===== config.mk =====
export PLATFORM = sky130hd
export DESIGN_NAME = mcycle_unit
export DESIGN_NICKNAME = d
export VERILOG_FILES = /design/src/rtl/mcycle_pkg.sv /design/src/rtl/mcycle_unit.sv
export SDC_FILE = /design/constraint.sdc
export NUM_CORES = 1
export LEC_CHECK = 0
export ABC_AREA = 1
export CAP_MARGIN = 30
export CORE_MARGIN = 4
export CORE_UTILIZATION = 57
export CTS_CLUSTER_SIZE = 10
export DETAILED_ROUTE_END_ITERATION = 7
export PLACE_DENSITY = 0.88
export SLEW_MARGIN = 20
export SYNTH_ARGS = -nofsm -noshare
export SYNTH_HDL_FRONTEND = slang
export SYNTH_SLANG_ARGS = --single-unit
export TNS_END_PERCENT = 50

===== constraint.sdc =====
create_clock -name CLK -period 6 [get_ports CLK]
set_input_delay 0.6 -clock CLK [delete_from_list [all_inputs] [get_ports CLK]]
set_output_delay 0.6 -clock CLK [all_outputs]
set_load 0.02 [all_outputs]

===== src/rtl/mcycle_pkg.sv =====
// Shared definitions for the multi-cycle multiply/divide unit: state and op
// encodings plus the iteration-counter width.
package mcycle_pkg;

    localparam int DEF_WIDTH = 32;

    typedef enum logic [1:0] {
        ST_IDLE = 2'd0,
        ST_RUN  = 2'd1,
        ST_DONE = 2'd2
    } state_e;

    typedef enum logic {
        OP_MUL = 1'b0,
        OP_DIV = 1'b1
    } op_e;

    // The counter must be able to hold WIDTH itself, hence the +1.
    function automatic int cnt_width(input int width);
        return $clog2(width + 1);
    endfunction

    localparam int CNT_W = cnt_width(DEF_WIDTH);

endpackage


===== src/rtl/mcycle_unit.sv =====
// Multi-cycle unsigned multiply (shift-add) / divide (restoring) unit with a
// Start/done 4-phase handshake. One WIDTH+1-bit adder is shared by both ops.
module mcycle_unit
    import mcycle_pkg::*;
#(
    parameter int WIDTH = DEF_WIDTH
) (
    input  logic             CLK,
    input  logic             rst,
    input  logic             Start,
    input  logic             MCycleOp,
    input  logic [WIDTH-1:0] Operand1,
    input  logic [WIDTH-1:0] Operand2,
    output logic [WIDTH-1:0] Result1,
    output logic [WIDTH-1:0] Result2,
    output logic             Busy,
    output logic             done
);

    localparam int CW = cnt_width(WIDTH);
    localparam logic [CW-1:0] LAST_ITER = CW'(WIDTH - 1);

    state_e           state_q, state_d;
    op_e              op_q, op_d;
    logic [CW-1:0]    cnt_q, cnt_d;
    // hi/lo hold {product hi, multiplier} for MUL and {remainder, quotient} for DIV.
    logic [WIDTH-1:0] hi_q, hi_d;
    logic [WIDTH-1:0] lo_q, lo_d;
    // Multiplicand for MUL, divisor for DIV.
    logic [WIDTH-1:0] opnd_q, opnd_d;
    logic [WIDTH-1:0] res1_q, res1_d;
    logic [WIDTH-1:0] res2_q, res2_d;

    logic [WIDTH:0]   add_a, add_b, sum;
    logic             add_cin;
    logic [WIDTH:0]   mul_acc;
    logic             borrow;
    logic [WIDTH-1:0] hi_step, lo_step;

    // Shared adder: MUL adds the multiplicand to hi; DIV subtracts the divisor
    // from the shifted remainder via two's complement (invert + carry-in).
    always_comb begin
        if (op_q == OP_MUL) begin
            add_a   = {1'b0, hi_q};
            add_b   = {1'b0, opnd_q};
            add_cin = 1'b0;
        end else begin
            add_a   = {hi_q, lo_q[WIDTH-1]};
            add_b   = ~{1'b0, opnd_q};
            add_cin = 1'b1;
        end
        sum = add_a + add_b + {{WIDTH{1'b0}}, add_cin};
    end

    // One iteration of either algorithm, derived from the shared sum.
    always_comb begin
        mul_acc = '0;
        borrow  = 1'b0;
        hi_step = hi_q;
        lo_step = lo_q;
        if (op_q == OP_MUL) begin
            mul_acc = lo_q[0] ? sum : {1'b0, hi_q};
            hi_step = mul_acc[WIDTH:1];
            lo_step = {mul_acc[0], lo_q[WIDTH-1:1]};
        end else begin
            // Shifted remainder < 2*divisor, so the MSB of the WIDTH+1-bit trial is the borrow.
            borrow  = sum[WIDTH];
            hi_step = borrow ? {hi_q[WIDTH-2:0], lo_q[WIDTH-1]} : sum[WIDTH-1:0];
            lo_step = {lo_q[WIDTH-2:0], ~borrow};
        end
    end

    // NOTE: every signal gets its hold value first so no path leaves it unassigned,
    // which would otherwise infer a latch.
    always_comb begin
        state_d = state_q;
        op_d    = op_q;
        cnt_d   = cnt_q;
        hi_d    = hi_q;
        lo_d    = lo_q;
        opnd_d  = opnd_q;
        res1_d  = res1_q;
        res2_d  = res2_q;

        unique case (state_q)
            ST_IDLE: begin
                if (Start) begin
                    op_d    = op_e'(MCycleOp);
                    opnd_d  = (op_e'(MCycleOp) == OP_MUL) ? Operand1 : Operand2;
                    lo_d    = (op_e'(MCycleOp) == OP_MUL) ? Operand2 : Operand1;
                    hi_d    = '0;
                    cnt_d   = '0;
                    state_d = ST_RUN;
                end
            end
            ST_RUN: begin
                if (!Start) begin
                    state_d = ST_IDLE;
                end else begin
                    hi_d  = hi_step;
                    lo_d  = lo_step;
                    cnt_d = cnt_q + CW'(1);
                    if (cnt_q == LAST_ITER) begin
                        res1_d  = lo_step;
                        res2_d  = hi_step;
                        state_d = ST_DONE;
                    end
                end
            end
            ST_DONE: begin
                if (!Start) begin
                    state_d = ST_IDLE;
                end
            end
            default: state_d = ST_IDLE;
        endcase
    end

    // NOTE: sequential state uses non-blocking assignments so every register
    // samples the pre-edge values, independent of statement order.
    always_ff @(posedge CLK or posedge rst) begin
        if (rst) begin
            state_q <= ST_IDLE;
            op_q    <= OP_MUL;
            cnt_q   <= '0;
            hi_q    <= '0;
            lo_q    <= '0;
            opnd_q  <= '0;
            res1_q  <= '0;
            res2_q  <= '0;
        end else begin
            state_q <= state_d;
            op_q    <= op_d;
            cnt_q   <= cnt_d;
            hi_q    <= hi_d;
            lo_q    <= lo_d;
            opnd_q  <= opnd_d;
            res1_q  <= res1_d;
            res2_q  <= res2_d;
        end
    end

    assign Result1 = res1_q;
    assign Result2 = res2_q;
    assign Busy    = (state_q == ST_RUN);
    assign done    = (state_q == ST_DONE);

endmodule


Yosys cells after proc, flatten, opt, wreduce, memory -nomap -nowiden:

Cells that the tools add are included.

* muxes and demuxes: 23
* add/sub/neg operators: 3
* eq/ne operators: 7
* reduce and logical (&&, ||, !) cells: 6
* bitwise gates (word level): 2

Operator list (count)
* $mux 32: 9
* $pmux 32 s2: 2
* $mux 33: 3
* $add 33x1->33: 1
* $add 33x33->33: 1
* $not 32->33: 1
* $mux 6: 2
* $pmux 6 s2: 1
* $reduce_and 3->1: 3
* $mux 2: 4
* $add 6x1->6 const B: 1
* $eq 6x5->1 const B: 1
* $ne 2x2->1 const B: 3
* $pmux 2 s3: 1
* $ne 3x2->1 const B: 1
* $eq 2x1->1 const B: 1
* $eq 2x2->1 const B: 1
* $logic_not 2->1: 1
* $reduce_and 2->1: 1
* $reduce_bool 2->1: 1
* $mux 1: 1
* $not 1->1: 1

* register bits after elaboration: 169
* logic and storage cells: 49

Logic depth before layout (Yosys ltp):

* word-level depth: 8
* gate-level depth with buffers: 23
* depth with buffers taken out: 21

Least setup slack after synthesis:

OpenSTA, ideal clock, no wires.

* path type: reg-to-reg
* from: reg op_q
* to: reg res2_q[8] (netlist: Result2[8])
* arrival: 2933 ps
* cell stages (with the launch flop): 22
* clock period less this slack: 3050 ps
* setup slack: 2950 ps
* required time: 5883 ps
* path through: dfrtp_1 > buf_2 > buf_2 > buf_2 > clkbuf_1 > o21ai_0 > fa_1 > nand2_1 > nand2_1 > nand3_1 > nand2_2 > nand2_2 > nand2_4 > nand2_4 > nand3_1 > nand2_2 > buf_6 > nand2_1 > nand2_1 > nand2_1 > nand2_1 > nand2_1

* word-level cells in the longest chain between the ends: 5
* elaborated cells on any way between the ends: 8
* classes of those cells: 2 x add/sub; 6 x mux

RTL lines
* start, declared: RTL line mcycle_unit.sv:24 `op_e op_q, op_d;`
* start signal, assigned: RTL line mcycle_unit.sv:133 `op_q <= op_d;`
* $mux 33: RTL line mcycle_unit.sv:43 `if (op_q == OP_MUL) begin`
* $add 33x33->33: RTL line mcycle_unit.sv:52 `sum = add_a + add_b + {{WIDTH{1'b0}}, add_cin};`
* $add 33x1->33: RTL line mcycle_unit.sv:52
* $mux 33 / $mux 32 (equally long branches): RTL line mcycle_unit.sv:62, mcycle_unit.sv:68
* $mux 32 *: RTL line mcycle_unit.sv:61 `if (op_q == OP_MUL) begin`
* end signal, assigned: RTL line mcycle_unit.sv:139 `res2_q <= res2_d;`
* end, declared: RTL line mcycle_unit.sv:32 `logic [WIDTH-1:0] res2_q, res2_d;`

Every way passes the cells marked *; elsewhere a longest branch is shown, timed or not.
A chain may end at the register's enable or synchronous reset.

Worst setup path after layout:

* from: reg op_q
* to: reg hi_q[12]

* word-level cells in the longest chain between the ends: 7
* elaborated cells on any way between the ends: 10
* classes of those cells: 2 x add/sub; 8 x mux

RTL lines
* $mux 33: RTL line mcycle_unit.sv:43
* $add 33x33->33: RTL line mcycle_unit.sv:52
* $add 33x1->33: RTL line mcycle_unit.sv:52
* $mux 33 / $mux 32 (equally long branches): RTL line mcycle_unit.sv:62, mcycle_unit.sv:68
* $mux 32 *: RTL line mcycle_unit.sv:61
* $mux 32 *: RTL line mcycle_unit.sv:97 `if (!Start) begin`
* $pmux 32 s2 *: RTL line mcycle_unit.sv:85 `unique case (state_q)`
* end signal, assigned: RTL line mcycle_unit.sv:135 `hi_q <= hi_d;`
* end, declared: RTL line mcycle_unit.sv:27 `logic [WIDTH-1:0] hi_q, hi_d;`

Every way passes the cells marked *; elsewhere a longest branch is shown, timed or not. The select of a mux whose other input is x is not followed.

==> results.tsv <==
stage	metric	value	unit
sta	timing.fmax	0.260	GHz
global_routing	grt_overflow	0	
drt	wl_met1	13700	µm
clock_tree	insertion_delay	0.45	ns
worst_setup_path	worstPathRequired	6.33	ns
drt	drtAntennaViolNets	0	
sta	max_slew_margin	0.427	
drt	top_layer_used	met4	
drt	vias_per_cell	5.73	
yosys	synth-seq-area-share	0.373	
drt	drtIter0Drc	1244	
floorplanning	die_h	149	µm
yosys	syn_area_per_cell	6.59	µm²
yosys	ys.flop_type	dfrtp_1	
clock_tree	hold_buffers	0	
yosys	yosys-top-cells-area	dfrtp_1 37%, nand2_1 26%, o21ai_0 4.6%	
worst_setup_path	cp_max_fo	164	
sta	worst_slack	2.16	ns
worst_setup_path	critPathMaxStageDelay	0.53	ns
final_layout	fin_cells	2078	
clock_tree	clk_path_buf_depth	2	
final_layout	num_antenna_cells	0	
yosys	synth_edf_count	0	
drt	dr.pass1.iters	6	
placement	place_ws	2.35	ns
worst_setup_path	critical_path_arrival	4.17	ns
yosys	ys_ff_latch	169	
drt	route.met3.wl	3000	µm
final_layout	layout_common_cells	799 x nand2_1, 168 x dfrtp_1, 132 x clkdlybuf4s50_1, 110 x inv_1, 108 x nor2_1	
sta	rsz0062_at_grt	false	
floorplanning	rows	51	
final_layout	final_common_cell	nand2_1	
job	drv_cap	0	
drt	vias	11900	
worst_setup_path	cp_common_cell	nand2_1	
final_layout	layout-drive-gt1-share	0.0436	
sta	min_period	3.84	ns
global_routing	antenna_found_initial	0	
worst_setup_path	path_buf_inv	2	
clock_tree	clock_sinks	169	
sta	tightest_slew	0.858	ns
sta	fin_crit_sh	0.640	
floorplanning	dieArea	22200	µm²
power_and_ir_drop	ir_worst_vdd	0.261	mV
power_and_ir_drop	power.leakage	6.86	nW
yosys	synthArstFlopShare	1.00	
status	outcome	complete, no violations	
sta	finalHoldViolations	0	
worst_setup_path	cp_cell_sequence	buf_12 -> xor2_1 -> ha_1 -> inv_2 -> o21ai_1 -> a21boi_2 -> nand2_1 -> a21oi_2 -> nand3_1 -> nand2_2 -> nand2_1 -> nand2_1 -> nand2_1 -> nand2_1 -> nand2_1	
worst_setup_path	crit_path_end_kind	flop	
clock_tree	cts_setup_buffers	0	
global_routing	grt_pass1_vias	11300	
final_layout	syn_to_final_growth	18.1	%
clock_tree	cts_made_buffers	17	
sta	slew_violations	0	
global_routing	grt_pass1_wl	55900	µm
yosys	synth_top_area_frac	0.373	
drt	wirelength	34900	µm
sta	setup_viol	0	
global_routing	grt_max_degree	165	
floorplanning	die_w	149	µm
clock_tree	cts_resized	0	
placement	io_buffers	133	
worst_setup_path	critPathLaunchType	flop	
sta	finClkSkew	0.0215	ns
final_layout	final_nets	1901	
clock_tree	tritoncts	yes	
yosys	synth_cell_types	36	
worst_setup_path	path_delay_family	simple AND/OR/NAND/NOR gates	
drt	met2_length	16200	µm
yosys	syn_area	11300	µm²
placement	placed_cells	2044	
worst_setup_path	crit_slowest_cell	buf_12	
floorplanning	io_pins	134	
drt	drc	0	
clock_tree	cts-root-buf	clkbuf_16	
global_routing	grtUsageTotal	0.315	
placement	dp_hpwl	25500	µm
worst_setup_path	criticalPathCategory	reg -> reg	
yosys	postSynthCellCount	1720	
final_layout	nFillCells	1624	
placement	gp_congestion	1.02	
power_and_ir_drop	power_density	385	nW/µm²
floorplanning	core	19500	µm²
clock_tree	clk_pin_slew	0.07	ns
worst_hold_path	worst_hold_path_type	reg -> reg	
sta	final.setup.tns	0	ns
final_layout	final_util	0.686	
floorplanning	initial_core_util	0.580	
yosys	synth_warnings	0	
clock_tree	cts-htree-levels	4	
drt	wire_per_inst	16.8	µm
yosys	syn_nets	1821	
yosys	yosysTopAreaCell	dfrtp_1	
==> synthesized netlist by cell type (2+ instances only) <==
cell type / number
nor3_1: 7
xnor2_1: 13
o211ai_1: 33
inv_1: 111
nor2_2: 3
clkbuf_1: 63
nor2_1: 110
ha_1: 32
nand2_1: 800
nand3b_1: 5
a31oi_1: 38
o21ai_1: 6
nand2_4: 2
xor2_1: 35
buf_6: 6
dfrtp_1: 169
buf_1: 11
o21ai_0: 104
buf_2: 6
nand2_2: 7
o21bai_1: 8
a21oi_2: 4
inv_2: 7
nand3_1: 72
nand4_1: 4
a21oi_1: 54
==> routing by layer <==
metal	vias to the layer above	GRT usage
met2	657	0.513
met3	125	0.0507
met5	-	0
met4	0	0.159
met1	5506	0.408
li1	5628	-
==> worst reg2reg max path: stages (launching register included) <==
cell	delay, ns
dfrtp_4	0.43
buf_12	0.53
xor2_1	0.55
ha_1	0.38
inv_2	0.08
o21ai_1	0.10
a21boi_2	0.18
nand2_1	0.11
a21oi_2	0.26
nand3_1	0.13
nand2_2	0.52
nand2_1	0.15
nand2_1	0.11
nand2_1	0.08
nand2_1	0.07
nand2_1	0.07
==> where the power goes <==
group / switching, mW / total (mW) / internal [mW]
Sequential: 0.125 / 1.41 / 1.28
Clock: 0.552 / 1.11 / 0.561
Combinational: 1.81 / 2.64 / 0.829
Total: 2.48 / 5.16 / 2.67
==> state kept, by name, indices dropped and copies added, names as in the netlist <==
register / count
opnd_q: 32
lo_q: 32
hi_q: 32
state_q: 2
Result1: 32
Result2: 32
op_q: 1
cnt_q: 6
==> stage by stage <==
| stage | power (mW) | hold WS (ns) | cell area (µm²) |
|---|---|---|---|
| global route | 5.51 | 0.495 | 13400 |
| floorplan | 3.29 | 0.449 | 11300 |
| CTS | 5.09 | 0.483 | 13400 |
| detailed placement | 3.97 | 0.464 | 12800 |
| finish | 5.16 | 0.480 | 13400 |
| global placement | 3.92 | 0.463 | 12700 |
==> cells by family after synthesis <==
family | count (synthesis) | synth area share
AO/OA/AOI/OAI | 252 | 0.127
XOR/XNOR | 48 | 0.0371
adder cells (fa/ha/maj) | 33 | 0.0371
buffers and inverters | 204 | 0.0722
flip-flops | 169 | 0.373
AND/OR/NAND/NOR | 1014 | 0.353
==> cell type report <==
type / count / area (µm²) / share of cell area
inverters: 118 / 448 / 0.0335
multi-input cells: 1347 / 6300 / 0.471
clock buffers: 17 / 425 / 0.0318
well taps: 265 / 332 / 0.0248
clock inverters: 15 / 173 / 0.0129
repair buffers: 147 / 1480 / 0.110
flip-flops and latches: 169 / 4230 / 0.316
==> path summary, 6_finish.rpt <==
kind / start / to / slack [ns] / depth (start not counted)
hold reg to reg: Result2[25]$_DFFE_PP0P_ / Result2[25]$_DFFE_PP0P_ / 0.48 / 2
hold / removal: Result2[25]$_DFFE_PP0P_ / Result2[25]$_DFFE_PP0P_ / 0.48 / 2
setup reg to reg: op_q$_DFFE_PP0P_ / hi_q[12]$_DFFE_PP0P_ / 2.16 / 15
min in group asynchronous: rst / Result1[12]$_DFFE_PP0P_ / 0.62 / 2
setup / recovery: op_q$_DFFE_PP0P_ / hi_q[12]$_DFFE_PP0P_ / 2.16 / 15
max in group asynchronous: rst / hi_q[26]$_DFFE_PP0P_ / 4.22 / 3
No activity file was read; power rests on OpenSTA's default activity.
